### config.mk
export PLATFORM = sky130hd
export DESIGN_NAME = vga_pixel_shifter_flat
export DESIGN_NICKNAME = d
export VERILOG_FILES = /design/src/rtl/vga_pixel_shifter_pkg.sv /design/src/rtl/vga_pixel_shifter_if.sv /design/src/rtl/vga_pixel_shifter_sync_delay.sv /design/src/rtl/vga_pixel_shifter.sv /design/src/flat_wrapper.sv
export SDC_FILE = /design/constraint.sdc
export NUM_CORES = 1
export LEC_CHECK = 0
export BUFFER_PORTS_ARGS = -buffer_cell sky130_fd_sc_hd__buf_2
export CAP_MARGIN = 5
export CORE_MARGIN = 2
export CORE_UTILIZATION = 52
export CTS_CLUSTER_SIZE = 14
export DETAILED_ROUTE_END_ITERATION = 16
export MAX_ROUTING_LAYER = met4
export PLACE_DENSITY = 0.76
export SYNTH_ARGS = -nofsm -noshare
export SYNTH_HDL_FRONTEND = slang
export SYNTH_SLANG_ARGS = --single-unit
### constraint.sdc
create_clock -name pclk -period 1.5 [get_ports pclk]
set_clock_uncertainty 0.15 [all_clocks]
set_input_delay 0.075 -clock pclk [delete_from_list [all_inputs] [get_ports pclk]]
set_output_delay 0.075 -clock pclk [all_outputs]
set_load 0.005 [all_outputs]
### src/rtl/vga_pixel_shifter_pkg.sv
`default_nettype none
// ============================================================================
// Module      : vga_pkg
// Description : Text-mode attribute fields and the shared pixel colour rule.
// Revision    : 1.0 - initial release
// ============================================================================
package vga_pkg;

    localparam int         c_ATTR_BLINK  = 7;
    localparam int         c_ATTR_BG_MSB = 6;
    localparam int         c_ATTR_BG_LSB = 4;
    localparam int         c_ATTR_FG_MSB = 3;
    localparam int         c_ATTR_FG_LSB = 0;
    localparam logic [3:0] c_RGBI_BLACK  = 4'b0000;

    // Blinking text falls back to bg in the "on" phase; the cursor inverts the pixel.
    function automatic logic [3:0] attr_colour(
        input logic       pix,
        input logic [7:0] attr,
        input logic       blink_ph,
        input logic       cur
    );
        logic [3:0] w_bg;
        logic [3:0] w_fg;
        logic       w_p;
        w_bg = {1'b0, attr[c_ATTR_BG_MSB:c_ATTR_BG_LSB]};
        w_fg = (attr[c_ATTR_BLINK] & blink_ph) ? w_bg : attr[c_ATTR_FG_MSB:c_ATTR_FG_LSB];
        w_p  = pix ^ (cur & blink_ph);
        return w_p ? w_fg : w_bg;
    endfunction

endpackage
`default_nettype wire

### src/rtl/vga_pixel_shifter_if.sv
`default_nettype none
// ============================================================================
// Module      : vga_pixel_shifter_if
// Description : Character/sync inputs and pixel/sync outputs of the shifter.
// Revision    : 1.0 - initial release
// ============================================================================
interface vga_pixel_shifter_if;

    logic       shload_n;
    logic       blank;
    logic       vblank_n;
    logic       hsync;
    logic       vsync;
    logic [7:0] font_data;
    logic [7:0] attr;
    logic       cursor_hit;
    logic [3:0] rgbi;
    logic       hsync_o;
    logic       vsync_o;
    logic       blink_ph;

    modport master (
        output shload_n, blank, vblank_n, hsync, vsync, font_data, attr, cursor_hit,
        input  rgbi, hsync_o, vsync_o, blink_ph
    );

    modport slave (
        input  shload_n, blank, vblank_n, hsync, vsync, font_data, attr, cursor_hit,
        output rgbi, hsync_o, vsync_o, blink_ph
    );

endinterface
`default_nettype wire

### src/rtl/vga_pixel_shifter_sync_delay.sv
`default_nettype none
// ============================================================================
// Module      : vga_sync_delay
// Description : Fixed-length delay line for a sync signal, resets to IDLE.
// Revision    : 1.0 - initial release
// ============================================================================
module vga_sync_delay #(
    parameter int   DLY  = 2,
    parameter logic IDLE = 1'b1
) (
    input  wire logic pclk,
    input  wire logic rst_n,
    input  wire logic i_din,
    output logic      o_dout
);

    logic [DLY-1:0] r_line;

    generate
        if (DLY == 1) begin : g_single
            always_ff @(posedge pclk or negedge rst_n) begin
                if (!rst_n) r_line <= IDLE;
                else        r_line <= i_din;
            end
        end else begin : g_chain
            always_ff @(posedge pclk or negedge rst_n) begin
                if (!rst_n) r_line <= {DLY{IDLE}};
                else        r_line <= {r_line[DLY-2:0], i_din};
            end
        end
    endgenerate

    assign o_dout = r_line[DLY-1];

endmodule
`default_nettype wire

### src/rtl/vga_pixel_shifter.sv
`default_nettype none
// ============================================================================
// Module      : vga_pixel_shifter
// Description : Text-mode pixel serializer with sync alignment and blink timer.
// Revision    : 1.0 - initial release
// ============================================================================
module vga_pixel_shifter
    import vga_pkg::*;
#(
    parameter int   SYNC_DLY  = 2,
    parameter logic SYNC_IDLE = 1'b1,
    parameter int   BLINK_BIT = 4
) (
    input wire logic           pclk,
    input wire logic           rst_n,
    vga_pixel_shifter_if.slave bus
);

    logic [7:0] r_shreg;
    logic [7:0] r_attr;
    logic       r_blank;
    logic       r_cur;
    logic [3:0] r_rgbi;
    logic [7:0] r_frame_cnt;
    logic       r_vblank_n_d;
    logic       w_blink_ph;

    assign w_blink_ph = r_frame_cnt[BLINK_BIT];

    // A load edge emits the new cell's leftmost pixel straight from the inputs.
    always_ff @(posedge pclk or negedge rst_n) begin
        if (!rst_n) begin
            r_shreg <= 8'd0;
            r_attr  <= 8'd0;
            r_blank <= 1'b1;
            r_cur   <= 1'b0;
            r_rgbi  <= c_RGBI_BLACK;
        end else if (!bus.shload_n) begin
            r_shreg <= bus.font_data;
            r_attr  <= bus.attr;
            r_blank <= bus.blank;
            r_cur   <= bus.cursor_hit;
            r_rgbi  <= bus.blank ? c_RGBI_BLACK
                                 : attr_colour(bus.font_data[7], bus.attr, w_blink_ph, bus.cursor_hit);
        end else begin
            r_shreg <= {r_shreg[6:0], 1'b0};
            r_rgbi  <= r_blank ? c_RGBI_BLACK
                               : attr_colour(r_shreg[6], r_attr, w_blink_ph, r_cur);
        end
    end

    always_ff @(posedge pclk or negedge rst_n) begin
        if (!rst_n) begin
            r_vblank_n_d <= 1'b1;
            r_frame_cnt  <= 8'd0;
        end else begin
            r_vblank_n_d <= bus.vblank_n;
            if (r_vblank_n_d && !bus.vblank_n)
                r_frame_cnt <= r_frame_cnt + 8'd1;
        end
    end

    assign bus.rgbi     = r_rgbi;
    assign bus.blink_ph = w_blink_ph;

    vga_sync_delay #(.DLY(SYNC_DLY), .IDLE(SYNC_IDLE)) u_hsync_dly (
        .pclk   (pclk),
        .rst_n  (rst_n),
        .i_din  (bus.hsync),
        .o_dout (bus.hsync_o)
    );

    vga_sync_delay #(.DLY(SYNC_DLY), .IDLE(SYNC_IDLE)) u_vsync_dly (
        .pclk   (pclk),
        .rst_n  (rst_n),
        .i_din  (bus.vsync),
        .o_dout (bus.vsync_o)
    );

endmodule
`default_nettype wire
### src/flat_wrapper.sv
// flat-port wrapper written by rule: the top's interface ports become plain ports
module vga_pixel_shifter_flat import vga_pkg::*;
#(
    parameter int   SYNC_DLY  = 2,
    parameter logic SYNC_IDLE = 1'b1,
    parameter int   BLINK_BIT = 4
)
  (pclk, rst_n, bus_shload_n, bus_blank, bus_vblank_n, bus_hsync, bus_vsync, bus_font_data, bus_attr, bus_cursor_hit, bus_rgbi, bus_hsync_o, bus_vsync_o, bus_blink_ph);
  vga_pixel_shifter_if bus_i ();
  input wire logic pclk;
  input wire logic rst_n;
  input wire logic [$bits(bus_i.shload_n)-1:0] bus_shload_n;
  input wire logic [$bits(bus_i.blank)-1:0] bus_blank;
  input wire logic [$bits(bus_i.vblank_n)-1:0] bus_vblank_n;
  input wire logic [$bits(bus_i.hsync)-1:0] bus_hsync;
  input wire logic [$bits(bus_i.vsync)-1:0] bus_vsync;
  input wire logic [$bits(bus_i.font_data)-1:0] bus_font_data;
  input wire logic [$bits(bus_i.attr)-1:0] bus_attr;
  input wire logic [$bits(bus_i.cursor_hit)-1:0] bus_cursor_hit;
  output wire logic [$bits(bus_i.rgbi)-1:0] bus_rgbi;
  output wire logic [$bits(bus_i.hsync_o)-1:0] bus_hsync_o;
  output wire logic [$bits(bus_i.vsync_o)-1:0] bus_vsync_o;
  output wire logic [$bits(bus_i.blink_ph)-1:0] bus_blink_ph;
  assign bus_i.shload_n = bus_shload_n;
  assign bus_i.blank = bus_blank;
  assign bus_i.vblank_n = bus_vblank_n;
  assign bus_i.hsync = bus_hsync;
  assign bus_i.vsync = bus_vsync;
  assign bus_i.font_data = bus_font_data;
  assign bus_i.attr = bus_attr;
  assign bus_i.cursor_hit = bus_cursor_hit;
  assign bus_rgbi = bus_i.rgbi;
  assign bus_hsync_o = bus_i.hsync_o;
  assign bus_vsync_o = bus_i.vsync_o;
  assign bus_blink_ph = bus_i.blink_ph;
  vga_pixel_shifter #(.SYNC_DLY(SYNC_DLY), .SYNC_IDLE(SYNC_IDLE), .BLINK_BIT(BLINK_BIT)) u_core (.pclk(pclk), .rst_n(rst_n), .bus(bus_i));
endmodule
==> flow_metrics.py <==
metrics = {
    "outcome": {
        "run_status": "finished clean",
    },
    "clocking": {
        "clk_root_buffer_cell": "sky130_fd_sc_hd__clkbuf_4",
        "clkTransAtPathRegs_ps": 100,
        "clk_path_buf_depth": 2,
        "cts.sinks": 31,
        "cts_inserted_buffers": 5,
        "htree_levels": 2,
        "cts.repair_timing.setup_buffer_count": 0,
        "cts_tree": "done",
        "clock_insertion_delay_worst_skew_ps": 320,
    },
    "global_route": {
        "grt.total_usage_pct": 20.2,
        "grt_pass1_wl_mm": 4.76,
        "grt_pass1_vias": 1068,
        "grt_max_degree": 32,
        "initial_antenna_violation_count": 0,
        "gr-total-overflow": 0,
    },
    "sta": {
        "setup-tns-final_ps": 0,
        "report.final.setup_viol": 0,
        "time_the_final_worst_path_needs_with_i_o_delays_and_setup_ps": 1400,
        "rsz0062_at_grt": "no",
        "fin_crit_sh_pct": 93.6,
        "timing_worst_slew_pin_value_ps": 647,
        "slew_violations": 0,
        "maxClockFrequency_ghz": 0.712,
        "slew_headroom_pct": 56.8,
        "fin_ws_ps": 96.4,
        "hold_violations": 0,
    },
    "place": {
        "hpwlAfterDp_mm": 1.84,
        "post_place_setup_slack_ps": 135,
        "io_buffer_count": 30,
        "place_congestion": 0.825,
        "dpl_cell_area_sq_mm": 0.00157,
        "placed_cells": 159,
    },
    "detailed_routing": {
        "drc": 0,
        "detail_route.vias_per_cell": 5.64,
        "drt_pass1_iterations": 4,
        "totalWireLength_mm": 2.76,
        "postRouteAntennaNets": 0,
        "wire_per_inst_microns": 14.6,
        "drtIter0Drc": 24,
        "dr_total_vias": 1066,
    },
    "synth": {
        "yosys.area.top_type_share_pct": 45.4,
        "synthArstFlopShare_pct": 100,
        "area_of_the_mapped_netlist_sq_mm": 0.00138,
        "synth-main-ff-cell": "sky130_fd_sc_hd__dfrtp_1",
        "synth_sequential_area_ratio_pct": 56.9,
        "ys_warn_count": 0,
        "synth.distinct_cells": 28,
        "ys_seq_elements": 31,
        "synth_nets": 125,
        "number_of_synthesized_flops_with_an_enable_pin": 0,
        "synthMostInstantiatedCell": "sky130_fd_sc_hd__dfrtp_1",
        "synth.area.top_cells": "sky130_fd_sc_hd__dfrtp_1 45%, sky130_fd_sc_hd__mux2_2 14%, sky130_fd_sc_hd__dfstp_2 11%",
        "synth_top_area_cell": "sky130_fd_sc_hd__dfrtp_1",
        "synthCells": 100,
        "synthesis.area_per_instance_sq_um": 13.8,
        "synth.cells.most_frequent": "25 x sky130_fd_sc_hd__dfrtp_1, 17 x sky130_fd_sc_hd__mux2_2, 6 x sky130_fd_sc_hd__a32oi_1, 6 x sky130_fd_sc_hd__dfstp_2, 5 x sky130_fd_sc_hd__nand4_1",
    },
    "power_and_ir_drop": {
        "cellLeakagePower_uw": 0.000814,
        "ir_worst_vdd_mv": 1.09,
        "seqPwrFrac_pct": 55.5,
        "clock_power_share_pct": 23.0,
        "comb_power_share_pct": 21.5,
        "p_switching_uw": 548,
        "cell_internal_pwr_uw": 1400,
        "p_per_area_mw_per_mm2": 1050,
        "power_switching_share_pct": 28.2,
        "fin_total_pwr_uw": 1940,
    },
    "critical_path": {
        "crit_fanout": 8,
        "worst_path_largest_cell_delay_ps": 480,
        "timing.critical_path.from_type": "flip-flop",
        "register_to_register_setup_slack_ps": 100,
        "critPathRequiredTime_ps": 1550,
        "timing.rr.end": "u_core.bus.rgbi[2]$_DFF_PN0_",
        "worstPathCellList": "and4bb_1, a32oi_1, nand4_1",
        "reg2reg_from": "u_core.r_frame_cnt[4]$_DFFE_PN0P_",
        "r2r_cells": 3,
        "worst-setup-path-type": "reg -> reg",
        "cp.arrival_ps": 1450,
        "critical_path_s_slowest_cell": "sky130_fd_sc_hd__dfrtp_1",
        "setup.worst_path.end_class": "flip-flop",
    },
    "run": {
        "cap_viol_max_count": 0,
    },
    "cells_and_area": {
        "antenna-diode-count": 0,
        "final_area_sq_mm": 0.00185,
        "finish.net_count": 183,
        "stdcell_count": 189,
        "flow.area_growth_from_synthesis_pct": 34.2,
        "post_route_cells_drive_above_1_share_pct": 41.5,
    },
    "hold_path": {
        "min_path_type": "in -> reg",
        "min_to": "u_core.r_attr[3]$_DFFE_PN0N_",
        "whs_path_cells": 2,
        "hp-start": "bus_shload_n",
    },
    "die": {
        "std_cell_rows": 18,
        "boundaryPins": 31,
        "area_enclosed_by_the_die_boundary_sq_mm": 0.00308,
        "die_w_microns": 55.5,
        "floorplan.core_area_sq_mm": 0.00250,
        "die_height_microns": 55.5,
        "start_util_pct": 55.1,
    },
}
==> worst max-delay path, delay by kind of cell, from the launching register on <==
kind,cells,cell delay [ps]
DFF,1,480
and+or+nand+nor,2,420
AOI/OAI and AO/OA,1,230
==> routing by layer <==
layer / vias to the layer above / share of wire (%) / track usage, %
met5: - / 0 / -
li1: 506 / - / -
met4: 0 / 0.98 / 5.57
met3: 5 / 4.5 / 6.56
met2: 38 / 52 / 33.0
met1: 517 / 42 / 24.1
==> worst max path at each step <==
stage,startpoint,endpoint,cells past startpoint
6_report,u_core.r_frame_cnt[4]$_DFFE_PN0P_,u_core.bus.rgbi[2]$_DFF_PN0_,3
4_1_cts,bus_blank,u_core.bus.rgbi[2]$_DFF_PN0_,5
3_3_place_gp,u_core.r_vblank_n_d$_DFF_PN1_,u_core.r_frame_cnt[4]$_DFFE_PN0P_,4
3_5_place_dp,u_core.r_frame_cnt[4]$_DFFE_PN0P_,u_core.bus.rgbi[2]$_DFF_PN0_,3
2_1_floorplan,u_core.r_vblank_n_d$_DFF_PN1_,u_core.r_frame_cnt[1]$_DFFE_PN0P_,2
5_1_grt,bus_blank,u_core.bus.rgbi[1]$_DFF_PN0_,5
==> state kept, by name, indices dropped and copies added (netlist names) <==
| signal | cells |
|---|---|
| u_core.r_shreg | 7 |
| u_core.r_cur | 1 |
| u_core.u_hsync_dly.r_line | 2 |
| u_core.r_frame_cnt | 5 |
| u_core.bus.rgbi | 4 |
| u_core.r_vblank_n_d | 1 |
| u_core.u_vsync_dly.r_line | 2 |
| u_core.r_attr | 8 |
| u_core.r_blank | 1 |
==> placed cells by master, fill, tap and decap left out, types with 2 or more instances in the layout <==
master,count
sky130_fd_sc_hd__a32oi_1,6
sky130_fd_sc_hd__dfrtp_1,25
sky130_fd_sc_hd__mux2_2,17
sky130_fd_sc_hd__and4b_2,2
sky130_fd_sc_hd__nand2_1,3
sky130_fd_sc_hd__clkbuf_1,2
sky130_fd_sc_hd__a21oi_1,2
sky130_fd_sc_hd__nand4_1,5
sky130_fd_sc_hd__nor4bb_1,3
sky130_fd_sc_hd__clkbuf_4,5
sky130_fd_sc_hd__a211o_1,3
sky130_fd_sc_hd__nor2b_1,3
sky130_fd_sc_hd__buf_2,30
sky130_fd_sc_hd__buf_4,2
sky130_fd_sc_hd__dfstp_2,6
sky130_fd_sc_hd__nand3b_1,3
sky130_fd_sc_hd__dlygate4sd3_1,22
sky130_fd_sc_hd__o2111ai_1,3
sky130_fd_sc_hd__xnor2_1,3
==> area by class of cell <==
class / instances / area [sq um]
Clock buffer: 7 / 45.0
Sequential cell: 31 / 783
Timing Repair Buffer: 55 / 405
Inverter: 1 / 3.75
Multi-Input combinational cell: 64 / 568
Tap cell: 30 / 37.5
Fill cell: 171 / 652
Clock inverter: 1 / 5.00
==> cells by family (layout without fill, tap and decap cells) <==
group / count (synthesis) / after routing / share of synthesized area [%]
AO/OA/AOI/OAI: 18 / 18 / 10.1
XOR/XNOR: 4 / 4 / 2.54
adder cells (fa/ha/maj): 1 / 1 / 0.908
buffers and inverters: 5 / 64 / 2.18
flip-flops: 31 / 31 / 56.9
multiplexers: 17 / 17 / 13.9
AND/OR/NAND/NOR: 24 / 24 / 13.5
==> timing repair <==
| action | in CTS | in global routing |
|---|---|---|
| resized for setup | 0 | 1 |
| setup endpoints to repair | 0 | 1 |
| endpoints found under the hold margin | 50 | 0 |
| hold buffers | 22 | 0 |
==> through the flow <==
stage	utilization (%)	hold WS, ps
6_report	73.9	29.6
5_1_grt	73.9	13.4
4_1_cts	73.8	5.49
3_5_place_dp	63.0	-9.13
3_3_place_gp	63.0	-16.0
2_1_floorplan	-	-371
==> power groups by stage <==
stage	registers [uW]	clock network [uW]	logic, uW
global placement	1080	0	361
detailed placement	1090	0	372
finish	1080	447	418
CTS	1070	465	417
floorplan	1070	0	237
global route	1100	500	469
Note: power is estimated with default switching activity, not from simulation.
